--- config.mk ---
export PLATFORM = sky130hd
export DESIGN_NAME = priority_arbiter_rr
export DESIGN_NICKNAME = d
export VERILOG_FILES = /design/src/rtl/priority_arbiter_rr.sv
export SDC_FILE = /design/constraint.sdc
export NUM_CORES = 1
export LEC_CHECK = 0
export CAP_MARGIN = 40
export CORE_ASPECT_RATIO = 1.2
export CORE_MARGIN = 4
export CORE_UTILIZATION = 45
export DETAILED_ROUTE_END_ITERATION = 10
export DONT_BUFFER_PORTS = 1
export SLEW_MARGIN = 15
export SYNTH_ARGS = -nofsm -noshare
export SYNTH_HDL_FRONTEND = slang
export SYNTH_SLANG_ARGS = --single-unit
--- constraint.sdc ---
create_clock -name clk -period 4.1 [get_ports clk]
set_input_delay 0.41 -clock clk [delete_from_list [all_inputs] [get_ports clk]]
set_output_delay 0.41 -clock clk [all_outputs]
set_load 0.02 [all_outputs]
--- src/rtl/priority_arbiter_rr.sv ---
// Registered round-robin arbiter: one-hot + index grant over valid/ready,
// search begins just above the most recently accepted grant.
//
// state | meaning
// IDLE  | no grant presented (gnt_vld=0)
// GRANT | grant presented, held until gnt_rdy
module priority_arbiter_rr #(
    parameter int WIDTH     = 32,
    localparam int WIDTH_LOG = $clog2(WIDTH)
) (
    input  logic                 clk,
    input  logic                 rst,
    input  logic [WIDTH-1:0]     req,
    output logic [WIDTH-1:0]     gnt_oht,
    output logic [WIDTH_LOG-1:0] gnt_idx,
    output logic                 gnt_vld,
    input  logic                 gnt_rdy
);

    localparam logic [0:0] IDLE  = 1'b0;
    localparam logic [0:0] GRANT = 1'b1;

    logic [0:0]           state_q, state_d;
    logic [WIDTH-1:0]     gnt_oht_q, gnt_oht_d;
    logic [WIDTH_LOG-1:0] gnt_idx_q, gnt_idx_d;
    logic [WIDTH_LOG-1:0] last_q, last_d;

    logic [WIDTH_LOG-1:0] base;
    logic [WIDTH_LOG-1:0] hi_idx, lo_idx, pick_idx;
    logic                 hi_found, lo_found;
    logic [WIDTH-1:0]     pick_oht;

    // On acceptance the mask is built from the grant being retired, so a
    // back-to-back grant skips past it without waiting for last_q to update.
    always_comb begin
        base     = (state_q == GRANT && gnt_rdy) ? gnt_idx_q : last_q;
        hi_found = 1'b0;
        lo_found = 1'b0;
        hi_idx   = '0;
        lo_idx   = '0;
        for (int i = WIDTH - 1; i >= 0; i--) begin
            if (req[i]) begin
                lo_found = 1'b1;
                lo_idx   = WIDTH_LOG'(i);
                if (i > int'(base)) begin
                    hi_found = 1'b1;
                    hi_idx   = WIDTH_LOG'(i);
                end
            end
        end
        pick_idx = hi_found ? hi_idx : lo_idx;
        pick_oht = WIDTH'(1) << pick_idx;
    end

    always_comb begin
        state_d   = state_q;
        gnt_oht_d = gnt_oht_q;
        gnt_idx_d = gnt_idx_q;
        last_d    = last_q;
        case (state_q)
            IDLE: begin
                if (lo_found) begin
                    state_d   = GRANT;
                    gnt_oht_d = pick_oht;
                    gnt_idx_d = pick_idx;
                end
            end
            GRANT: begin
                if (gnt_rdy) begin
                    last_d = gnt_idx_q;
                    if (lo_found) begin
                        gnt_oht_d = pick_oht;
                        gnt_idx_d = pick_idx;
                    end else begin
                        state_d = IDLE;
                    end
                end
            end
            default: state_d = IDLE;
        endcase
    end

    always_ff @(posedge clk) begin
        if (rst) begin
            state_q   <= IDLE;
            gnt_oht_q <= '0;
            gnt_idx_q <= '0;
            last_q    <= WIDTH_LOG'(WIDTH - 1);
        end else begin
            state_q   <= state_d;
            gnt_oht_q <= gnt_oht_d;
            gnt_idx_q <= gnt_idx_d;
            last_q    <= last_d;
        end
    end

    assign gnt_oht = gnt_oht_q;
    assign gnt_idx = gnt_idx_q;
    assign gnt_vld = (state_q == GRANT);

endmodule
Yosys cells after proc, flatten, opt, wreduce, memory -nomap -nowiden
Cells that the tools add are included.

Flip-flop bits (word level): 43. Input port bits: 35. Output and inout bits: 38.

Magnitude comparators: 31. Equal/unequal tests: 1. Shifts and indexed selects: 1. Mux-type cells: 199. Bitwise gates (word level): 1. Reductions and logical operators: 2.

Operators by type and width (count): $mux 5 (98); $mux 1 (96); $gt 5x5->1 const A (16); $mux 32 (2); $pmux 32 s2 (1); $gt 4x5->1 const A (8); $shl 1x5->32 const A (1); $gt 3x5->1 const A (4); $gt 2x5->1 const A (2); $pmux 5 s2 (1); $gt 1x5->1 const A (1); $ne 2x2->1 const B (1); $pmux 1 s2 (1); $reduce_and 2->1 (1); $logic_and 1x1->1 (1); $not 1->1 (1).

Longest topological paths before layout
Gate-level depths: netlist (run 1).

Word-level depth: 70. Gate-level depth with buffers: 12. Depth with buffers taken out: 9.

Worst setup path after synthesis (run 1)
No wires, ideal clock.

Path kind: register to register. Start: reg state_q, in the netlist gnt_vld. End: reg gnt_oht_q[15], in the netlist gnt_oht[15]. Setup time: 84 ps. Arrival time: 2897 ps. Slack: 1119 ps. Cell stages (with the launch flop): 11. Path buffers: 1. Period minus slack after synthesis: 2981 ps. Path through: dfxtp_1 > buf_4 > and3_1 > o22ai_2 > a21o_1 > o2111a_1 > or3_1 > or2_4 > o32a_4 > and2_4 > o31ai_2.

Word-level cells in the longest chain between the ends: 70. Elaborated cells on any way between the ends: 164. Classes of those cells: order compare (31); eq/ne (1); shift (1); mux (129); bitwise (1); reduce/logical (1).

RTL lines: start, declared (line 23) `logic [0:0] state_q, state_d;`; start signal, assigned (line 90) `state_q <= state_d;`; $logic_and 1x1->1 (line 36) `base = (state_q == GRANT && gnt_rdy) ? gnt_idx_q : last_q;`; $mux 5 (line 36); $gt 5x5->1 (line 45) `if (i > int'(base)) begin`; $mux 5 / $mux 1 (equally long branches) (line 45); $mux 5 / $mux 1 (equally long branches) (line 42) `if (req[i]) begin`; $mux 5 / $mux 1 (equally long branches) (line 45); $mux 5 / $mux 1 (equally long branches) (line 42); $mux 5 / $mux 1 (equally long branches) (line 45); (+54 left out); $mux 5 / $mux 1 (equally long branches) (line 42); $mux 5 / $mux 1 (equally long branches) (line 45); $mux 5 / $mux 1 (equally long branches) (line 42); $mux 5 (line 51) `pick_idx = hi_found ? hi_idx : lo_idx;`; $shl 1x5->32 (line 52) `pick_oht = WIDTH'(1) << pick_idx;`; $mux 32 (line 62, 71); $mux 32 (line 69) `if (gnt_rdy) begin`; $pmux 32 s2 (line 60) `case (state_q)`; end signal, assigned (line 91) `gnt_oht_q <= gnt_oht_d;`; end, declared (line 24) `logic [WIDTH-1:0] gnt_oht_q, gnt_oht_d;`.

Several ways; a longest one is shown, not always the timed one. The select of a mux whose other input is x is not followed. A chain may end at the register's enable or synchronous reset.

Worst setup path in the final report (run 1)
Start: reg state_q, in the netlist gnt_vld. End: reg gnt_oht_q[23], in the netlist gnt_oht[23].

Same word-level chain as after synthesis.

==> flow_summary.yaml, run 1 <==
sta:
  setup_viol: 0
  setup_tns_ns: 0
  post-route-worst-setup-slack_ns: 0.451
  clock_skew_ns: 0.00527
  fin_crit_ns: 3.65
  rsz0062_at_grt: "no"
  hold_viol_final: 0
  max_freq_mhz: 274
  period_share_pct: 89.0
  tightest_slew_ns: 0.725
  maxSlewViolCount: 0
  timing.slew.headroom_pct: 51.7
routing:
  wirelength_um: 9800
  drc: 0
  wl_per_cell_um: 20.4
  viasPerCell: 6.54
  drt_first_pass_iters: 5
  vias: 3139
  dr.first_iter.drc_count: 200
  antenna_left: 0
die:
  rows: 32
  core_area_um2: 6530
  die_h_um: 98.2
  pin_count: 73
  die_area_um2: 8170
  fp.dieW_um: 83.2
  initial_core_util_pct: 46.7
global_routing:
  grt_use_total_pct: 23.9
  grt_pass1_wl_um: 15900
  gr-usage-met2_pct: 41.1
  grt_pass1_vias: 3079
  grt_use_met1_pct: 27.8
  busiest_layer: "met2"
  gr-usage-met3_pct: 5.57
  grt_max_degree: 33
  grt_overflow: 0
  grt_antenna_before_repair: 0
placement:
  port_buffers: 0
  dp_hpwl_um: 7900
  placed_cell_area_um2: 3120
  place.gp.congestion: 0.926
  pre_cts_slack_ns: 0.541
synth:
  syn_inst: 396
  netlist-cell-type-count: 76
  synth_nets: 431
  async_reset_ff_share_pct: 0
  synth_area_leader_cell: "dfxtp_1"
  ys_warn_count: 0
  synth_ff_type: "dfxtp_1"
  synth.top_cell.area_share_pct: 28.2
  ys_top_cells_by_area: "dfxtp_1 (28%), nand2_1 (6.3%), o21ai_1 (4.9%)"
  synth.avg_cell_area_um2: 7.70
  ys_seq_elements: 43
  yosysSeqAreaShare_pct: 28.2
  synth_edf_count: 0
  syn_area_um2: 3050
power_and_ir_drop:
  leakage_uw: 0.00111
  vdd_drop_max_mv: 0.152
  power_density_nw_per_um2: 375
hold_path:
  holdPathStages: 1
  hold_class: "in2reg"
  worstHoldStart: "rst"
  worstHoldEndpoint: "gnt_idx[1]"
clocking:
  clk_pin_slew_ns: 0.08
  postCtsResizedCells: 0
  clk_path_buf_depth: 2
  post_cts_buffers: 0
  clk_latency_ns: 0.29
  numCtsBuffers: 5
  htreeDepth: 2
  clock-sinks: 43
  cts-root-buf: "clkbuf_8"
  cts_tree: "built"
  hold_buffers: 0
critical_path:
  path_max_fanout: 20
  crit_type: "reg2reg"
  crit_path_start_kind: "flop"
  end_kind: "flop"
  ff2ff_setup_slack_ns: 0.45
  crit_path_start: "gnt_vld"
  reg2reg_to: "gnt_oht[23]"
  r2r_start: "gnt_vld"
  arrival_ns: 3.86
  worstPathRequired_ns: 4.32
  ff2ff_path_depth: 9
finish:
  postLayoutCellArea_um2: 3210
  ff_latch_area_um2: 861
  final_layout_size_suffix_gt1_share_pct: 9.87
  area_growth_pct: 5.21
  multi_input_area_um2: 2090
  diodes: 0
  nFillCells: 674
  mostFrequentLayoutCells: "nand2_1 (51), dfxtp_1 (43), o21ai_1 (30), nor2_1 (29), a21oi_1 (19)"
  layout_commonest_cell: "nand2_1"
  nNetsFinal: 429
flow_run:
  cap_violations: 0
outcome:
  status: "complete, no violations"
==> where the power goes <==
part | total [uW] | internal, uW | switching [uW]
Combinational | 422 | 156 | 266
Sequential | 515 | 447 | 68.1
Clock | 266 | 119 | 147
Total | 1200 | 722 | 481
==> cells in the mapped netlist (all sizes together) (7+ instances only) <==
cell and number:
nor4 8, nand3 10, a211oi 8, nand2 51, buf 7, nand2b 7
o211ai 14, o21ai 48, inv 11, o31ai 12, or3 7, nor3 11
a21oi 20, nor2 30, dfxtp 43
==> sequential cells by signal (all words and copies together) (netlist names) <==
register / flops
gnt_idx: 5
gnt_oht: 32
last_q: 5
gnt_vld: 1
==> through the flow <==
| stage | util, % | std cells | hold WS, ns | power, uW |
|---|---|---|---|---|
| after global routing | 49.2 | 480 | 0.151 | 1270 |
| after CTS | 49.1 | 479 | 0.161 | 1210 |
| after detailed placement | 47.8 | 471 | 0.480 | 944 |
| after floorplan | - | 396 | 0.514 | 841 |
| final | 49.2 | 480 | 0.172 | 1200 |
| after global placement | 47.8 | 471 | 0.478 | 939 |
==> cell families (layout without fill, tap and decap cells) <==
logic type | after synthesis | count (layout) | synth area share [%]
AOI/OAI and AO/OA | 165 | 165 | 39.8
buffers and inverters | 24 | 23 | 3.49
DFF | 43 | 43 | 28.2
muxes | 2 | 2 | 0.656
and+or+nand+nor | 162 | 162 | 27.9
==> cell type report <==
class	count	share of cell area, %
tap	85	3.31
clock inverter	2	0.390
sequential	43	26.8
clock buffer	6	2.26
timing repair buffer	4	0.936
multi-input combinational	329	65.0
inverter	11	1.29
==> worst max-delay path: stages, from the launching register on <==
cell and delay [ns]:
dfxtp_1 0.69, nand2_1 0.32, a21oi_1 0.65, a21oi_1 0.18, o21bai_1 0.31, nor3_1 0.13, a311oi_2 0.44, nor3b_2 0.38
o21ai_1 0.26, o31ai_2 0.21
==> routing by layer <==
layer	vias to the layer above	part of all wire [%]
li1	1527	-
met5	-	0
met4	0	4.5
met3	27	8.4
met2	146	48
met1	1439	39
==> how the worst max path moves through the flow <==
stage                  endpoint  slack (ns)  depth (start not counted)
detailed placement  gnt_oht[23]        0.54                          9
CTS                 gnt_oht[23]        0.49                          9
finish              gnt_oht[23]        0.45                          9
global route        gnt_oht[23]        0.12                          9
floorplan           gnt_oht[15]        1.12                         10
global placement    gnt_oht[23]        0.56                          9
Power figures use the tool's default switching activity.
==> inputs of run 2 (changes only) <==
==> constraint.sdc (replaced) <==
create_clock -name clk -period 3.6 [get_ports clk]
set_input_delay 0.36 -clock clk [delete_from_list [all_inputs] [get_ports clk]]
set_output_delay 0.36 -clock clk [all_outputs]
set_load 0.02 [all_outputs]
==> run 2 against run 1 <==
Against the previous run:
- utilization grew 1.6 points
- largest cell class unchanged
- global-route usage rose by 0.23 points
- wire length up 2.9%
- critical endpoint is now gnt_oht[15]
- register-to-register slack got worse by 0.20 ns
- die area stayed put
- critical path type unchanged
==> flow_summary.yaml, run 2 (same netlist as run 1, synthesis figures left out) <==
outcome:
  status: "complete, no violations"
critical_path:
  critical_path.slowest_cell: "dfxtp_1"
  end_kind: "flop"
  crit_type: "reg2reg"
  arrival_ns: 3.57
  ff2ff_setup_slack_ns: 0.25
  slowest_delay_ns: 0.54
  cp_top_family: "compound AO/OA/AOI/OAI gates"
  path_max_fanout: 6
  worstPathRequired_ns: 3.82
  crit_path_start_kind: "flop"
  crit_buf_inv: 1
  path_cells: "and4_1 > a21oi_1 > buf_4 > o211ai_1 > o211ai_1 > or3_1 > o31ai_2 > nor3b_2 > o21ai_1 > o31ai_2"
finish:
  largest_register_ffs: 32
  diodes: 0
  nNetsFinal: 439
  final_layout_size_suffix_gt1_share_pct: 12.6
  mostFrequentLayoutCells: "nand2_1 (51), dfxtp_1 (42), o21ai_1 (30), nor2_1 (29), a21oi_1 (19)"
  area_growth_pct: 8.61
  nFillCells: 668
  final_cells: 490
  layout_commonest_cell: "nand2_1"
clocking:
  clk_latency_ns: 0.29
  numCtsBuffers: 5
  hold_buffers: 0
  clock-sinks: 43
  cts_tree: "built"
  htreeDepth: 2
  clk_path_buf_depth: 2
  cts-root-buf: "clkbuf_8"
  postCtsResizedCells: 0
  post_cts_buffers: 0
  clk_pin_slew_ns: 0.09
global_routing:
  grt_use_total_pct: 24.1
  grt_antenna_before_repair: 0
  grt_pass1_wl_um: 15800
  grt_pass1_vias: 3039
  grt_max_degree: 33
  grt_overflow: 0
sta:
  fin_crit_ns: 3.35
  maxSlewViolCount: 0
  rsz0062_at_grt: "no"
  setup_viol: 0
  hold_viol_final: 0
  timing.slew.headroom_pct: 56.1
  setup_tns_ns: 0
  clock_skew_ns: 0.0119
  max_freq_mhz: 299
  tightest_slew_ns: 0.656
  period_share_pct: 93.1
die:
  die_h_um: 98.2
  fp.dieW_um: 83.2
  pin_count: 73
  core_area_um2: 6530
  die_area_um2: 8170
  initial_core_util_pct: 46.7
  rows: 32
routing:
  drc: 0
  wirelength_um: 10100
  vias: 3189
  wl_per_cell_um: 20.6
  dr.first_iter.drc_count: 136
  antenna_left: 0
  viasPerCell: 6.51
  drt_first_pass_iters: 5
power_and_ir_drop:
  p_int_uw: 914
  power_density_nw_per_um2: 445
  p_comb_share_pct: 35.8
  clkPwrFrac_pct: 25.8
  power_switching_uw: 559
  leakage_uw: 0.00118
  vdd_drop_max_mv: 0.286
  swShare_pct: 38.0
  pwr-share-seq_pct: 38.3
hold_path:
  hold_class: "in2reg"
placement:
  place.gp.congestion: 0.956
  dp_hpwl_um: 8210
  port_buffers: 0
  dp_cells: 482
flow_run:
  cap_violations: 0
[run 2: stage by stage]
step                worst slack, ns  total power (uW)  hold slack, ns  util [%]  area, um^2
floorplan                     0.619               958           0.464         -        3050
global placement              0.247              1100           0.429      48.9        3190
detailed placement            0.165              1100           0.430      49.0        3200
CTS                           0.150              1480           0.110      50.7        3310
global route                 0.0225              1550          0.0987      50.8        3310
finish                        0.250              1470           0.114      50.8        3310
[run 2: final timing paths]
path              depth (start not counted)  startpoint           to
setup / recovery                         10  gnt_idx[0]  gnt_oht[15]
hold / removal                            1         rst      gnt_vld
setup reg to reg                         10  gnt_idx[0]  gnt_oht[15]
hold reg to reg                           2  gnt_oht[2]   gnt_oht[2]
[run 2: area by class of cell]
type	count	area, um^2	area share [%]
multi-input combinational	329	2090	63.0
clock buffer	5	68.8	2.08
tap	85	106	3.21
inverter	11	41.3	1.25
timing repair buffer	14	105	3.17
sequential	43	862	26.0
clock inverter	3	43.8	1.32
[run 2: per-layer routing]
metal	track usage (%)	wire length, um
met1	27.6	3920
met2	42.2	4900
met3	4.39	782
met4	12.8	478
met5	0	0
[run 2: power by group through the flow]
stage	Combinational [uW]	Sequential, uW	Clock, uW
floorplan	377	581	0
CTS	526	564	387
global route	573	571	410
global placement	521	575	0
finish	528	565	381
detailed placement	524	576	0
